$ cat config.mk
export PLATFORM = sky130hd
export DESIGN_NAME = run_length_logger_flat
export DESIGN_NICKNAME = d
export VERILOG_FILES = /design/src/rtl/run_length_logger_pkg.sv /design/src/rtl/run_length_logger_if.sv /design/src/rtl/run_length_logger_rec_fifo.sv /design/src/rtl/run_length_logger.sv /design/src/flat_wrapper.sv
export SDC_FILE = /design/constraint.sdc
export NUM_CORES = 1
export LEC_CHECK = 0
export BUFFER_PORTS_ARGS = -buffer_cell sky130_fd_sc_hd__buf_2
export CAP_MARGIN = 5
export CORE_MARGIN = 1
export CORE_UTILIZATION = 40
export DETAILED_ROUTE_END_ITERATION = 8
export GPL_TIMING_DRIVEN = 1
export PLACE_DENSITY = 0.65
export SYNTH_ARGS = -nofsm -noshare
export SYNTH_HDL_FRONTEND = slang
export SYNTH_HIERARCHICAL = 1
export SYNTH_SLANG_ARGS = --single-unit
$ cat constraint.sdc
create_clock -name clk -period 2.15 [get_ports clk]
set_input_delay 0.43 -clock clk [delete_from_list [all_inputs] [get_ports clk]]
set_output_delay 0.43 -clock clk [all_outputs]
set_load 0.01 [all_outputs]
$ cat src/rtl/run_length_logger_pkg.sv
// Shared types and constants for the run-length logger.
package run_log_pkg;

    // Shortest run the detector flags; length loaded on det_y rise.
    localparam int unsigned RUN_MIN_LEN = 3;
    localparam int unsigned DEF_LEN_W   = 8;

    typedef enum logic {
        IDLE,
        RUN
    } run_state_e;

    // Record at the default length width; the top declares its own copy sized by LEN_W.
    typedef struct packed {
        logic                 pol;
        logic                 sat;
        logic [DEF_LEN_W-1:0] len;
    } run_rec_t;

    // Packed record width: polarity + saturation + length field.
    function automatic int unsigned rec_width(input int unsigned len_w);
        return len_w + 2;
    endfunction

endpackage

$ cat src/rtl/run_length_logger_if.sv
// Record read-out channel: valid/ready plus the head record fields.
interface run_length_logger_if #(
    parameter int unsigned LEN_W = 8
);
    logic             rec_valid;
    logic             rec_ready;
    logic             rec_pol;
    logic             rec_sat;
    logic [LEN_W-1:0] rec_len;

    modport master (
        output rec_valid,
        output rec_pol,
        output rec_sat,
        output rec_len,
        input  rec_ready
    );

    modport slave (
        input  rec_valid,
        input  rec_pol,
        input  rec_sat,
        input  rec_len,
        output rec_ready
    );
endinterface

$ cat src/rtl/run_length_logger_rec_fifo.sv
// Record FIFO: synchronous reset, no bypass, accepts a push on full when a pop happens
// in the same cycle. Head reads as zero while empty.
module rec_fifo #(
    parameter int unsigned WIDTH = 10,
    parameter int unsigned DEPTH = 4
) (
    input  logic                    clk,
    input  logic                    reset,
    input  logic                    push,
    input  logic [WIDTH-1:0]        push_data,
    input  logic                    pop,
    output logic                    valid,
    output logic [WIDTH-1:0]        head,
    output logic [$clog2(DEPTH):0]  count,
    output logic                    drop
);
    localparam int unsigned    PTR_W    = $clog2(DEPTH);
    localparam logic [PTR_W:0] FULL_CNT = (PTR_W + 1)'(DEPTH);

    logic [WIDTH-1:0] mem_q [DEPTH];
    logic [PTR_W-1:0] wr_ptr_q;
    logic [PTR_W-1:0] rd_ptr_q;
    logic [PTR_W:0]   count_q;
    logic             full;
    logic             do_push;
    logic             do_pop;

    assign valid   = (count_q != '0);
    assign full    = (count_q == FULL_CNT);
    assign do_pop  = pop && valid;
    assign do_push = push && (!full || do_pop);
    assign drop    = push && !do_push;
    assign head    = valid ? mem_q[rd_ptr_q] : '0;
    assign count   = count_q;

    // Storage write; contents need no reset because count gates visibility.
    always_ff @(posedge clk) begin
        if (do_push) begin
            mem_q[wr_ptr_q] <= push_data;
        end
    end

    // Pointers wrap naturally (DEPTH is a power of two); count tracks occupancy.
    always_ff @(posedge clk) begin
        if (reset) begin
            wr_ptr_q <= '0;
            rd_ptr_q <= '0;
            count_q  <= '0;
        end else begin
            if (do_push) begin
                wr_ptr_q <= wr_ptr_q + 1'b1;
            end
            if (do_pop) begin
                rd_ptr_q <= rd_ptr_q + 1'b1;
            end
            case ({do_push, do_pop})
                2'b10:   count_q <= count_q + 1'b1;
                2'b01:   count_q <= count_q - 1'b1;
                default: ;
            endcase
        end
    end

endmodule

$ cat src/rtl/run_length_logger.sv
// Measures each run flagged by the serial run detector and queues one
// {polarity, length, saturated} record per completed run for a valid/ready reader.
module run_length_logger
    import run_log_pkg::*;
#(
    parameter int unsigned LEN_W = 8,
    parameter int unsigned DEPTH = 4,
    parameter int unsigned CNT_W = 8
) (
    input  logic                   clk,
    input  logic                   reset,
    input  logic                   x,
    input  logic                   det_y,
    run_length_logger_if.master    rec,
    output logic [$clog2(DEPTH):0] fifo_count,
    output logic                   overflow,
    output logic [CNT_W-1:0]       drop_cnt
);
    localparam int unsigned      REC_W   = rec_width(LEN_W);
    localparam logic [LEN_W-1:0] LEN_MAX = '1;

    typedef struct packed {
        logic             pol;
        logic             sat;
        logic [LEN_W-1:0] len;
    } rec_t;

    run_state_e       state_q;
    logic             prev_x_q;
    logic             pol_q;
    logic             sat_q;
    logic [LEN_W-1:0] len_q;
    logic             overflow_q;
    logic [CNT_W-1:0] drop_cnt_q;

    logic             push;
    logic             drop;
    logic             head_valid;
    logic [REC_W-1:0] head_bits;
    rec_t             push_rec;
    rec_t             head_rec;

    // A run ends on the first low det_y cycle; its record is pushed in that same cycle.
    assign push     = (state_q == RUN) && !det_y;
    assign push_rec = '{pol: pol_q, sat: sat_q, len: len_q};
    assign head_rec = head_bits;

    // Run tracker: det_y rises one cycle after the third equal bit, so the run
    // polarity is the previous bit and the length starts at the minimum run.
    always_ff @(posedge clk) begin
        if (reset) begin
            state_q  <= IDLE;
            prev_x_q <= 1'b0;
            pol_q    <= 1'b0;
            sat_q    <= 1'b0;
            len_q    <= '0;
        end else begin
            prev_x_q <= x;
            unique case (state_q)
                IDLE: begin
                    if (det_y) begin
                        state_q <= RUN;
                        pol_q   <= prev_x_q;
                        sat_q   <= 1'b0;
                        len_q   <= LEN_W'(RUN_MIN_LEN);
                    end
                end
                RUN: begin
                    if (det_y) begin
                        if (len_q == LEN_MAX) begin
                            sat_q <= 1'b1;
                        end else begin
                            len_q <= len_q + 1'b1;
                        end
                    end else begin
                        state_q <= IDLE;
                    end
                end
                default: state_q <= IDLE;
            endcase
        end
    end

    // Sticky overflow flag and saturating count of records lost to a full FIFO.
    always_ff @(posedge clk) begin
        if (reset) begin
            overflow_q <= 1'b0;
            drop_cnt_q <= '0;
        end else if (drop) begin
            overflow_q <= 1'b1;
            if (drop_cnt_q != '1) begin
                drop_cnt_q <= drop_cnt_q + 1'b1;
            end
        end
    end

    rec_fifo #(
        .WIDTH (REC_W),
        .DEPTH (DEPTH)
    ) u_fifo (
        .clk       (clk),
        .reset     (reset),
        .push      (push),
        .push_data (push_rec),
        .pop       (rec.rec_ready),
        .valid     (head_valid),
        .head      (head_bits),
        .count     (fifo_count),
        .drop      (drop)
    );

    assign rec.rec_valid = head_valid;
    assign rec.rec_pol   = head_rec.pol;
    assign rec.rec_sat   = head_rec.sat;
    assign rec.rec_len   = head_rec.len;
    assign overflow      = overflow_q;
    assign drop_cnt      = drop_cnt_q;

endmodule

$ cat src/flat_wrapper.sv
// flat-port wrapper written by rule: the top's interface ports become plain ports
module run_length_logger_flat import run_log_pkg::*;
#(
    parameter int unsigned LEN_W = 8,
    parameter int unsigned DEPTH = 4,
    parameter int unsigned CNT_W = 8
)
  (clk, reset, x, det_y, fifo_count, overflow, drop_cnt, rec_rec_valid, rec_rec_pol, rec_rec_sat, rec_rec_len, rec_rec_ready);
  run_length_logger_if #(.LEN_W(LEN_W)) rec_i ();
  input  logic clk;
  input  logic reset;
  input  logic x;
  input  logic det_y;
  output logic [$clog2(DEPTH):0] fifo_count;
  output logic overflow;
  output logic [CNT_W-1:0] drop_cnt;
  output wire logic [$bits(rec_i.rec_valid)-1:0] rec_rec_valid;
  output wire logic [$bits(rec_i.rec_pol)-1:0] rec_rec_pol;
  output wire logic [$bits(rec_i.rec_sat)-1:0] rec_rec_sat;
  output wire logic [$bits(rec_i.rec_len)-1:0] rec_rec_len;
  input wire logic [$bits(rec_i.rec_ready)-1:0] rec_rec_ready;
  assign rec_rec_valid = rec_i.rec_valid;
  assign rec_rec_pol = rec_i.rec_pol;
  assign rec_rec_sat = rec_i.rec_sat;
  assign rec_rec_len = rec_i.rec_len;
  assign rec_i.rec_ready = rec_rec_ready;
  run_length_logger #(.LEN_W(LEN_W), .DEPTH(DEPTH), .CNT_W(CNT_W)) u_core (.clk(clk), .reset(reset), .x(x), .det_y(det_y), .rec(rec_i), .fifo_count(fifo_count), .overflow(overflow), .drop_cnt(drop_cnt));
endmodule
==> results of run 1 <==
cells by family (layout without fill, tap and decap cells):
group / count (synthesis) / count (layout) / share of synthesized area, %
buffers and inverters: 24 / 64 / 3.50
flip-flops: 70 / 70 / 57.9
adder cells (fa/ha/maj): 7 / 7 / 3.05
XOR/XNOR: 4 / 4 / 1.13
AO/OA/AOI/OAI: 37 / 37 / 9.36
AND/OR/NAND/NOR: 86 / 86 / 16.4
multiplexers: 14 / 14 / 8.72
flip-flops by register name, summed over array words and instances, names as in the netlist, named ones only:
signal / cells
u_core/sat_q: 1
u_core/prev_x_q: 1
u_core/state_q: 1
u_core/len_q: 8
u_core/u_fifo/rd_ptr_q: 2
u_core/pol_q: 1
u_core/drop_cnt: 8
u_core/u_fifo/mem_q: 40
u_core/overflow: 1
u_core/u_fifo/wr_ptr_q: 2
u_core/u_fifo/count: 3
cell type report:
cell class,count,area (sq um)
Tap cell,99,124
Multi-Input combinational cell,148,1210
Sequential cell,70,1800
Fill cell,680,3760
Clock inverter,7,55.1
Inverter,10,37.5
Timing Repair Buffer,38,248
Clock buffer,9,124
power by group:
| group | switching (mW) | internal, mW | total (mW) |
|---|---|---|---|
| Clock | 0.537 | 0.430 | 0.967 |
| Combinational | 0.0700 | 0.0621 | 0.132 |
| Sequential | 0.0170 | 1.42 | 1.44 |
| Total | 0.624 | 1.91 | 2.54 |
critical path, stage by stage (launching register included):
cell	delay (ns)
sky130_fd_sc_hd__dfxtp_2	0.38
sky130_fd_sc_hd__buf_12	0.14
sky130_fd_sc_hd__mux4_2	0.51
sky130_fd_sc_hd__nor2b_1	0.15
sky130_fd_sc_hd__buf_2	0.13
cell usage after synthesis (3+ instances only):
master,instances
sky130_fd_sc_hd__nor3_1,6
sky130_fd_sc_hd__o21ai_0,3
sky130_fd_sc_hd__a21oi_1,9
sky130_fd_sc_hd__nor2b_1,16
sky130_fd_sc_hd__mux4_2,10
sky130_fd_sc_hd__buf_2,6
sky130_fd_sc_hd__nand3_1,7
sky130_fd_sc_hd__and4_1,4
sky130_fd_sc_hd__dfxtp_1,30
sky130_fd_sc_hd__ha_1,6
sky130_fd_sc_hd__a211oi_1,6
sky130_fd_sc_hd__nand2b_1,7
sky130_fd_sc_hd__edfxtp_1,40
sky130_fd_sc_hd__nor4b_1,4
sky130_fd_sc_hd__inv_1,10
sky130_fd_sc_hd__and3_1,10
sky130_fd_sc_hd__a31oi_1,4
sky130_fd_sc_hd__xor2_1,3
sky130_fd_sc_hd__nor2_1,15
sky130_fd_sc_hd__clkbuf_1,4
sky130_fd_sc_hd__nand4_1,4
sky130_fd_sc_hd__nand2_1,4
per-stage QoR:
stage	std cells	hold WS [ns]	setup WS, ns
finish	381	0.286	0.0648
global route	381	0.282	0.00266
CTS	380	0.265	0.0279
detailed placement	364	0.469	0.117
global placement	364	0.459	0.125
floorplan	242	0.437	0.0180
worst min-delay path by stage:
stage	to	slack, ns	depth (start not counted)
3_5_place_dp	u_core/overflow	0.47	2
6_report	u_core/prev_x_q	0.29	2
5_1_grt	u_core/prev_x_q	0.28	2
3_3_place_gp	u_core/pol_q	0.46	2
2_1_floorplan	u_core/pol_q	0.44	2
4_1_cts	u_core/prev_x_q	0.27	2
placed cells by master, fill, tap and decap left out, types with 3 or more instances in the layout:
cell type / n
sky130_fd_sc_hd__a211oi_1: 6
sky130_fd_sc_hd__a21oi_1: 9
sky130_fd_sc_hd__a31oi_1: 4
sky130_fd_sc_hd__and3_1: 10
sky130_fd_sc_hd__and4_1: 4
sky130_fd_sc_hd__buf_2: 27
sky130_fd_sc_hd__buf_4: 9
sky130_fd_sc_hd__clkbuf_8: 9
sky130_fd_sc_hd__dfxtp_1: 28
sky130_fd_sc_hd__edfxtp_1: 40
sky130_fd_sc_hd__ha_1: 6
sky130_fd_sc_hd__inv_1: 10
sky130_fd_sc_hd__inv_6: 3
sky130_fd_sc_hd__mux4_2: 10
sky130_fd_sc_hd__nand2_1: 4
sky130_fd_sc_hd__nand2b_1: 7
sky130_fd_sc_hd__nand3_1: 7
sky130_fd_sc_hd__nand4_1: 4
sky130_fd_sc_hd__nor2_1: 14
sky130_fd_sc_hd__nor2b_1: 15
sky130_fd_sc_hd__nor3_1: 5
sky130_fd_sc_hd__nor4b_1: 4
sky130_fd_sc_hd__o21ai_0: 3
sky130_fd_sc_hd__xor2_1: 3
per-layer routing:
metal  GRT usage, %  vias up  part of all wire, %
li1               -      987                    -
met1           20.1     1004                   48
met2           23.0       37                   47
met3           4.82        8                  3.2
met4           6.85        0                  1.7
met5              0        -                    0
what timing repair did:
item,CTS,global route
setup endpoints to repair,4,6
resized for setup,1,5
gates cloned,0,1
==> results.tsv, run 1 <==
metric	value	unit
register clock-pin slew on the reported worst setup and hold paths	0.08	ns
post-route clock period utilization	97.0	%
path depth of the worst reg2reg path	6	
vertical extent of the die	90.2	um
number of synthesized flops with an enable pin	40	
final-report max-slew violation count	0	
Critical Path Sink	rec_rec_len[0]	
layout overhead on the synthesized area	15.8	%
first drt pass iteration count	4	
Final #Nets	289	
number of standard cells after synthesis	242	
DR vias	2036	
sink count of the clock tree	70	
run status	finished, final reports clean	
area of placed instances	3380	sq um
Netlist Area Pre-Place	3110	sq um
Mapped Avg Cell Area	12.9	sq um
share of synthesized area occupied by flip-flops and latches	57.9	%
power per standard cell area	704	nW/um^2
routability congestion estimate	0.807	
startpoint class of the critical path	flop	
async set-or-reset flop fraction in the synthesized netlist	0	%
maximum number of pins on one net before global-route repair	28	
reg-to-reg critical path startpoint	u_core/u_fifo/count[1]	
remaining number of nets flagged by the antenna check after routing	0	
horizontal die dimension	90.2	um
number of violations of the max-capacitance limit	0	
cell accounting for the most synthesized area	sky130_fd_sc_hd__edfxtp_1	
buffers added on ports	27	
HPWL after DPL	3750	um
DR DRC count	0	
number of rows created at floorplan	31	
Critical Path Fanout Max	5	
wirelength, routed	5730	um
Starting DRT DRC Count	100	
critical path class	flop to primary output	
RSZ-0062 raised after global routing	no	
Setup-failing EPs final	0	
final design area excluding fillers	3600	sq um
fraction of post-synthesis cell area in the top cell type by area	38.6	%
global-route wire length before repair	9690	um
class of the most critical hold timing path	input pin to flop	
vias per std cell	5.34	
worst IR drop on VDD	0.301	mV
Core Footprint	7370	sq um
endpoint required time on the critical path	1.72	ns
total nets after synthesis	254	
antenna diode instance count	0	
worst reg-to-reg setup slack	0.29	ns
average wire length per cell after detail routing	15.0	um
data arrival time of the critical path	1.66	ns
total power draw	2.54	mW
Final Hold Vio Count	0	
via count of the first global-routing pass	1957	
top post-synthesis cells by area	sky130_fd_sc_hd__edfxtp_1 39%, sky130_fd_sc_hd__dfxtp_1 19%, sky130_fd_sc_hd__mux4_2 7.2%, sky130_fd_sc_hd__nor2b_1 3.2%, sky130_fd_sc_hd__ha_1 2.4%	
FF-to-FF End	u_core/drop_cnt[6]	
number of antenna violations at the first check in global routing	0	
IO Pins	28	
capturing element type of the critical path	primary output	
overflow left after global routing	0	
Final TNS setup	0	ns
number of distinct library cells after synthesis	49	
headroom to the max-slew limit	65.3	%
Total Die Area	8140	sq um
insertion delay to the later sink of the worst-skew pair	0.35	ns
achievable clock frequency	480	MHz
maximum root-to-sink buffer count	2	
fraction of final layout cells sized beyond drive strength 1	27.7	%
number of post-CTS setup repair buffers	0	
TritonCTS clock tree	built	
clk_skew	0.00928	ns
leakage power total	1.28	nW
main flop type after synthesis	sky130_fd_sc_hd__edfxtp_1	
cts-stage hold buffer count	0	
shortest clock period the worst path allows after layout	2.09	ns
overall routing resource usage	15.3	%
actual slew at the worst max-slew pin	0.520	ns
Synth warnings	6	
level count of the clock H-tree	3	
effective utilization at floorplan	42.2	%
cell chosen for the clock root	sky130_fd_sc_hd__clkbuf_8	
launch instance of the worst min-delay path	x	
TritonCTS buffer count	9	
utilization of the core after routing	48.9	%
synthesized flop and latch total	70	
Power figures use the tool's default switching activity.
==> run 2: changes to the inputs <==
REMOVE_ABC_BUFFERS = 1   (was default)
==> results.tsv, run 2 (same netlist as run 1, synthesis figures left out) <==
metric	value	unit	change
run status	finished, final reports clean		
level count of the clock H-tree	3		unchanged
register clock-pin slew on the reported worst setup and hold paths	0.07	ns	about the same
maximum number of pins on one net before global-route repair	21		-25%
cts-stage hold buffer count	0		unchanged
Core Footprint	7370	sq um	unchanged
first drt pass iteration count	4		unchanged
flip-flop count of the largest register, all copies and words added	40		unchanged
number of violations of the max-capacitance limit	0		unchanged
overflow left after global routing	0		unchanged
effective utilization at floorplan	42.2	%	unchanged
remaining number of nets flagged by the antenna check after routing	0		unchanged
number of antenna violations at the first check in global routing	0		unchanged
data arrival time of the critical path	1.63	ns	-0.03 ns
fill cell instance count of the final layout	671		-1.3%
clk_skew	0.0102	ns	+0.000896 ns
number of rows created at floorplan	31		unchanged
RSZ-0062 raised after global routing	no		
post-route clock period utilization	95.9	%	-1.0 points
via count of the first global-routing pass	1891		-3.4%
most common cell after layout, fill and taps aside	sky130_fd_sc_hd__edfxtp_1		
final design area excluding fillers	3620	sq um	+0.38%
antenna diode instance count	0		unchanged
HPWL after DPL	3670	um	-2.0%
vias per std cell	5.17		-3.2%
path depth of the worst reg2reg path	5		-1
global-route wire length before repair	9310	um	-4.0%
capturing element type of the critical path	primary output		
class of the most critical hold timing path	input pin to flop		
M1 GR Usage	19.4	%	-0.76 points
leading cell types in the layout, fill and taps excluded	40 x sky130_fd_sc_hd__edfxtp_1, 30 x sky130_fd_sc_hd__dfxtp_1, 27 x sky130_fd_sc_hd__buf_2, 16 x sky130_fd_sc_hd__nor2b_1, 15 x sky130_fd_sc_hd__nor2_1		
layout overhead on the synthesized area	16.2	%	
Final TNS setup	0	ns	unchanged
sink count of the clock tree	70		unchanged
fraction of final layout cells sized beyond drive strength 1	25.7	%	-2.0 points
final-report max-slew violation count	0		unchanged
TritonCTS buffer count	9		unchanged
critical path class	flop to primary output		
met2 track utilization from global routing	22.1	%	-0.89 points
achievable clock frequency	485	MHz	+1.1%
Total Die Area	8140	sq um	unchanged
endpoint required time on the critical path	1.72	ns	about the same
cell chosen for the clock root	sky130_fd_sc_hd__clkbuf_8		
Starting DRT DRC Count	85		-15%
leakage power total	1.30	nW	+1.5%
DR vias	1982		-2.7%
vertical extent of the die	90.2	um	unchanged
IO Pins	28		unchanged
shortest clock period the worst path allows after layout	2.06	ns	-0.0225 ns
DR DRC count	0		unchanged
fraction of met3 tracks used by global routing	3.47	%	-1.4 points
average wire length per cell after detail routing	14.4	um	-4.3%
hold depth	2		unchanged
worst IR drop on VDD	0.274	mV	-9.1%
register with the highest flop count	u_core/u_fifo/mem_q		
overall routing resource usage	14.6	%	-0.67 points
power per standard cell area	746	nW/um^2	+6.0%
most utilized layer in the global route result	met2		
Setup-failing EPs final	0		unchanged
insertion delay to the later sink of the worst-skew pair	0.34	ns	about the same
area of placed instances	3400	sq um	+0.52%
setup slack after layout	0.0874	ns	+0.0225 ns
TritonCTS clock tree	built		
Critical Path Fanout Max	10		+5
routability congestion estimate	0.772		-4.3%
horizontal die dimension	90.2	um	unchanged
number of post-CTS setup repair buffers	0		unchanged
wirelength, routed	5510	um	-3.8%
actual slew at the worst max-slew pin	0.534	ns	+0.0138 ns
Final #Nets	291		+0.69%
maximum root-to-sink buffer count	2		unchanged
worst setup slack after placement	0.0339	ns	-0.0834 ns
buffers added on ports	27		unchanged
Final Hold Vio Count	0		unchanged
startpoint class of the critical path	flop		
headroom to the max-slew limit	64.4	%	-0.92 points
[run 2: changes by cell type in the layout (fill, tap and decap cells not counted), sizes merged]
| cell | previous run | this run |
|---|---|---|
| buf | 37 | 40 |
| bufinv | 0 | 2 |
| clkinvlp | 2 | 1 |
| inv | 13 | 11 |
[run 2: layer usage]
layer  up-vias  share of wire, %
met5         -                 0
met4         0               1.7
met3         9               2.6
met2        28                47
met1       952                49
li1        993                 -
[run 2: path summary, 6_finish.rpt]
kind                               start            endpoint  slack (ns)
setup / recovery                    flop      rec_rec_len[1]        0.09
hold / removal                         x     u_core/prev_x_q        0.31
setup reg to reg  u_core/u_fifo/count[1]  u_core/drop_cnt[3]        0.17
hold reg to reg          u_core/overflow     u_core/overflow        0.47
[run 2: repair_timing]
action / in CTS / in global routing
resized for setup: 0 / 2
hold endpoints to repair: 0 / 0
endpoints found under the setup margin: 0 / 10
[run 2: metrics by stage]
stage / utilization, % / total power [mW] / cells / hold slack [ns]
after global placement: 46.1 / 1.60 / 367 / 0.442
final: 49.1 / 2.70 / 383 / 0.310
after floorplan: - / 1.54 / 228 / 0.437
after CTS: 49.0 / 2.73 / 383 / 0.296
after global routing: 49.1 / 2.80 / 383 / 0.314
after detailed placement: 46.1 / 1.60 / 367 / 0.460
[run 2: cell type report]
cell class	count	area (sq um)	area share (%)
multi-input combinational	148	1200	33.2
clock buffer	10	128	3.53
inverter	10	37.5	1.04
sequential	70	1800	49.8
tap	99	124	3.42
timing repair buffer	40	240	6.64
clock inverter	6	85.1	2.35
[run 2: power breakdown]
group	internal (mW)	switching, mW	total [mW]
Sequential	1.42	0.0131	1.44
Clock	0.651	0.479	1.13
Combinational	0.0602	0.0730	0.133
[run 2: critical path, cell delays in order, from the launching register on]
cell                      delay, ns
sky130_fd_sc_hd__dfxtp_1       0.34
sky130_fd_sc_hd__buf_8         0.17
sky130_fd_sc_hd__mux4_2        0.51
sky130_fd_sc_hd__nor2b_1       0.14
sky130_fd_sc_hd__buf_2         0.13
==> run 3: changes to the inputs <==
CORE_ASPECT_RATIO = 0.9   (was default)
==> results.tsv, run 3 (same netlist as run 1, synthesis figures left out) <==
metric	value	unit	change
worst IR drop on VDD	0.287	mV	+5.0%
post-route clock period utilization	96.8	%	+0.81 points
routability congestion estimate	0.817		+5.8%
Reg power frac	53.5	%	+0.3 points
overall routing resource usage	14.8	%	+0.19 points
IO Pins	28		unchanged
fraction of met3 tracks used by global routing	2.57	%	-0.90 points
wirelength, routed	5410	um	-1.8%
DR DRC count	0		unchanged
data arrival time of the critical path	1.65	ns	+0.02 ns
endpoint required time on the critical path	1.72	ns	about the same
shortest clock period the worst path allows after layout	2.08	ns	+0.0175 ns
fraction of final layout cells sized beyond drive strength 1	25.1	%	-0.62 points
cell chosen for the clock root	sky130_fd_sc_hd__clkbuf_8		
cell family contributing the most delay on the critical path	multiplexers		
Starting DRT DRC Count	87		+2.4%
TritonCTS clock tree	built		
final design area excluding fillers	3610	sq um	-0.35%
Worst Hold Slack	0.319	ns	+0.00900 ns
layout overhead on the synthesized area	15.8	%	
headroom to the max-slew limit	65.4	%	+0.98 points
leading cell types in the layout, fill and taps excluded	40 x sky130_fd_sc_hd__edfxtp_1, 30 x sky130_fd_sc_hd__dfxtp_1, 27 x sky130_fd_sc_hd__buf_2, 16 x sky130_fd_sc_hd__nor2b_1, 15 x sky130_fd_sc_hd__nor2_1		
most utilized layer in the global route result	met2		
flip-flop count of the largest register, all copies and words added	40		unchanged
remaining number of nets flagged by the antenna check after routing	0		unchanged
achievable clock frequency	481	MHz	-0.84%
Logic pwr share	4.9	%	about the same
register clock-pin slew on the reported worst setup and hold paths	0.07	ns	about the same
final-report max-slew violation count	0		unchanged
Core Footprint	7540	sq um	+2.4%
biggest cell delay along the critical path	0.52	ns	about the same
total power draw	2.69	mW	-0.54%
number of post-CTS setup repair buffers	0		unchanged
Final #Nets	290		-0.34%
first drt pass iteration count	4		unchanged
clk_skew	0.0108	ns	+0.000639 ns
Final Hold Vio Count	0		unchanged
number of violations of the max-capacitance limit	0		unchanged
level count of the clock H-tree	3		unchanged
Critical Path Fanout Max	10		unchanged
Total Die Area	8140	sq um	about the same
capturing element type of the critical path	primary output		
utilization of the core after routing	47.8	%	-1.3 points
average wire length per cell after detail routing	14.3	um	-0.80%
most common cell after layout, fill and taps aside	sky130_fd_sc_hd__edfxtp_1		
register area	1800	sq um	unchanged
actual slew at the worst max-slew pin	0.520	ns	-0.0146 ns
worst-path cell chain	buf_8 > mux4_2 > nor2b_1 > buf_2		
Setup-failing EPs final	0		unchanged
maximum number of pins on one net before global-route repair	21		unchanged
overflow left after global routing	0		unchanged
Switching Fraction	20.7	%	-0.21 points
fill cell instance count of the final layout	656		-2.2%
relative contribution of the clock network to total power	41.6	%	-0.3 points
cts-stage hold buffer count	0		unchanged
register with the highest flop count	u_core/u_fifo/mem_q		
HPWL after DPL	3670	um	about the same
effective utilization at floorplan	41.3	%	-0.98 points
global-route wire length before repair	9140	um	-1.9%
critical path class	flop to primary output		
slowest CP cell	sky130_fd_sc_hd__mux4_2		
leakage power total	1.29	nW	-0.57%
insertion delay to the later sink of the worst-skew pair	0.33	ns	about the same
area of placed instances	3390	sq um	-0.33%
multi-input logic area	1200	sq um	unchanged
horizontal die dimension	95.0	um	+5.3%
power per standard cell area	745	nW/um^2	-0.19%
antenna diode instance count	0		unchanged
buffers added on ports	27		unchanged
class of the most critical hold timing path	input pin to flop		
via count of the first global-routing pass	1951		+3.2%
run status	finished, final reports clean		
M1 GR Usage	20.8	%	+1.4 points
number of antenna violations at the first check in global routing	0		unchanged
startpoint class of the critical path	flop		
vias per std cell	5.25		+1.5%
number of buffers and inverters on the critical path	2		unchanged
number of rows created at floorplan	30		-3.2%
sink count of the clock tree	70		unchanged
net switching power	0.556	mW	-1.5%
TritonCTS buffer count	9		unchanged
vertical extent of the die	85.7	um	-5.0%
cell-internal power	2.13	mW	-0.27%
met2 track utilization from global routing	22.3	%	+0.16 points
maximum root-to-sink buffer count	2		unchanged
DR vias	1991		+0.45%
[run 3: cell count changes in the layout (fill, tap and decap cells not counted), sizes merged]
cell,before,now
buf,40,39
clkbuf,10,9
clkinv,2,3
[run 3: worst paths after layout]
path                                        startpoint                 end  slack (ns)  cells after the start
worst max-delay path                              flop      rec_rec_len[0]        0.07                      4
worst min-delay path                                 x     u_core/prev_x_q        0.32                      2
worst max register to register  u_core/u_fifo/count[1]  u_core/drop_cnt[3]        0.25                      5
worst min register to register         u_core/overflow     u_core/overflow        0.47                      2
[run 3: power by group through the flow]
stage	clock [mW]	combinational (mW)	sequential [mW]
4_1_cts	1.14	0.133	1.44
3_3_place_gp	0	0.131	1.46
2_1_floorplan	0	0.0697	1.47
6_report	1.12	0.132	1.44
5_1_grt	1.20	0.149	1.44
3_5_place_dp	0	0.133	1.47
[run 3: area by class of cell]
cell class              count  share of cell area, %
multi-input cells         148                   33.3
clock inverters             7                   2.43
well taps                  96                   3.33
clock buffers               9                   3.44
inverters                  10                   1.04
flip-flops and latches     70                   50.0
repair buffers             39                   6.45
[run 3: worst reg2reg max path, cell delays in order (launching register included)]
cell and delay, ns:
sky130_fd_sc_hd__dfxtp_1 0.32, sky130_fd_sc_hd__or4b_1 0.57, sky130_fd_sc_hd__nor2_1 0.21, sky130_fd_sc_hd__nand4_1 0.12
sky130_fd_sc_hd__a31oi_1 0.23, sky130_fd_sc_hd__mux2_2 0.36
[run 3: metal layers]
layer  wire length, um  vias up  part of all wire (%)
met3               144        4                   2.7
met5                 0        -                     0
met1              2620      956                    48
li1                  -      994                     -
met4                64        0                   1.2
met2              2580       37                    48
[run 3: what timing repair did]
item | 4_1_cts | 5_1_grt
endpoints found under the setup margin | 0 | 10
endpoints found under the hold margin | 0 | 0
gates resized for setup | 0 | 2
[run 3: through the flow]
stage | TNS [ns] | setup WS, ns | instances
4_1_cts | 0 | 0.0161 | 379
3_3_place_gp | 0 | 0.0893 | 363
3_5_place_dp | 0 | 0.0793 | 363
5_1_grt | -0.0313 | -0.0137 | 379
6_report | 0 | 0.0699 | 379
2_1_floorplan | -0.0867 | -0.0444 | 228
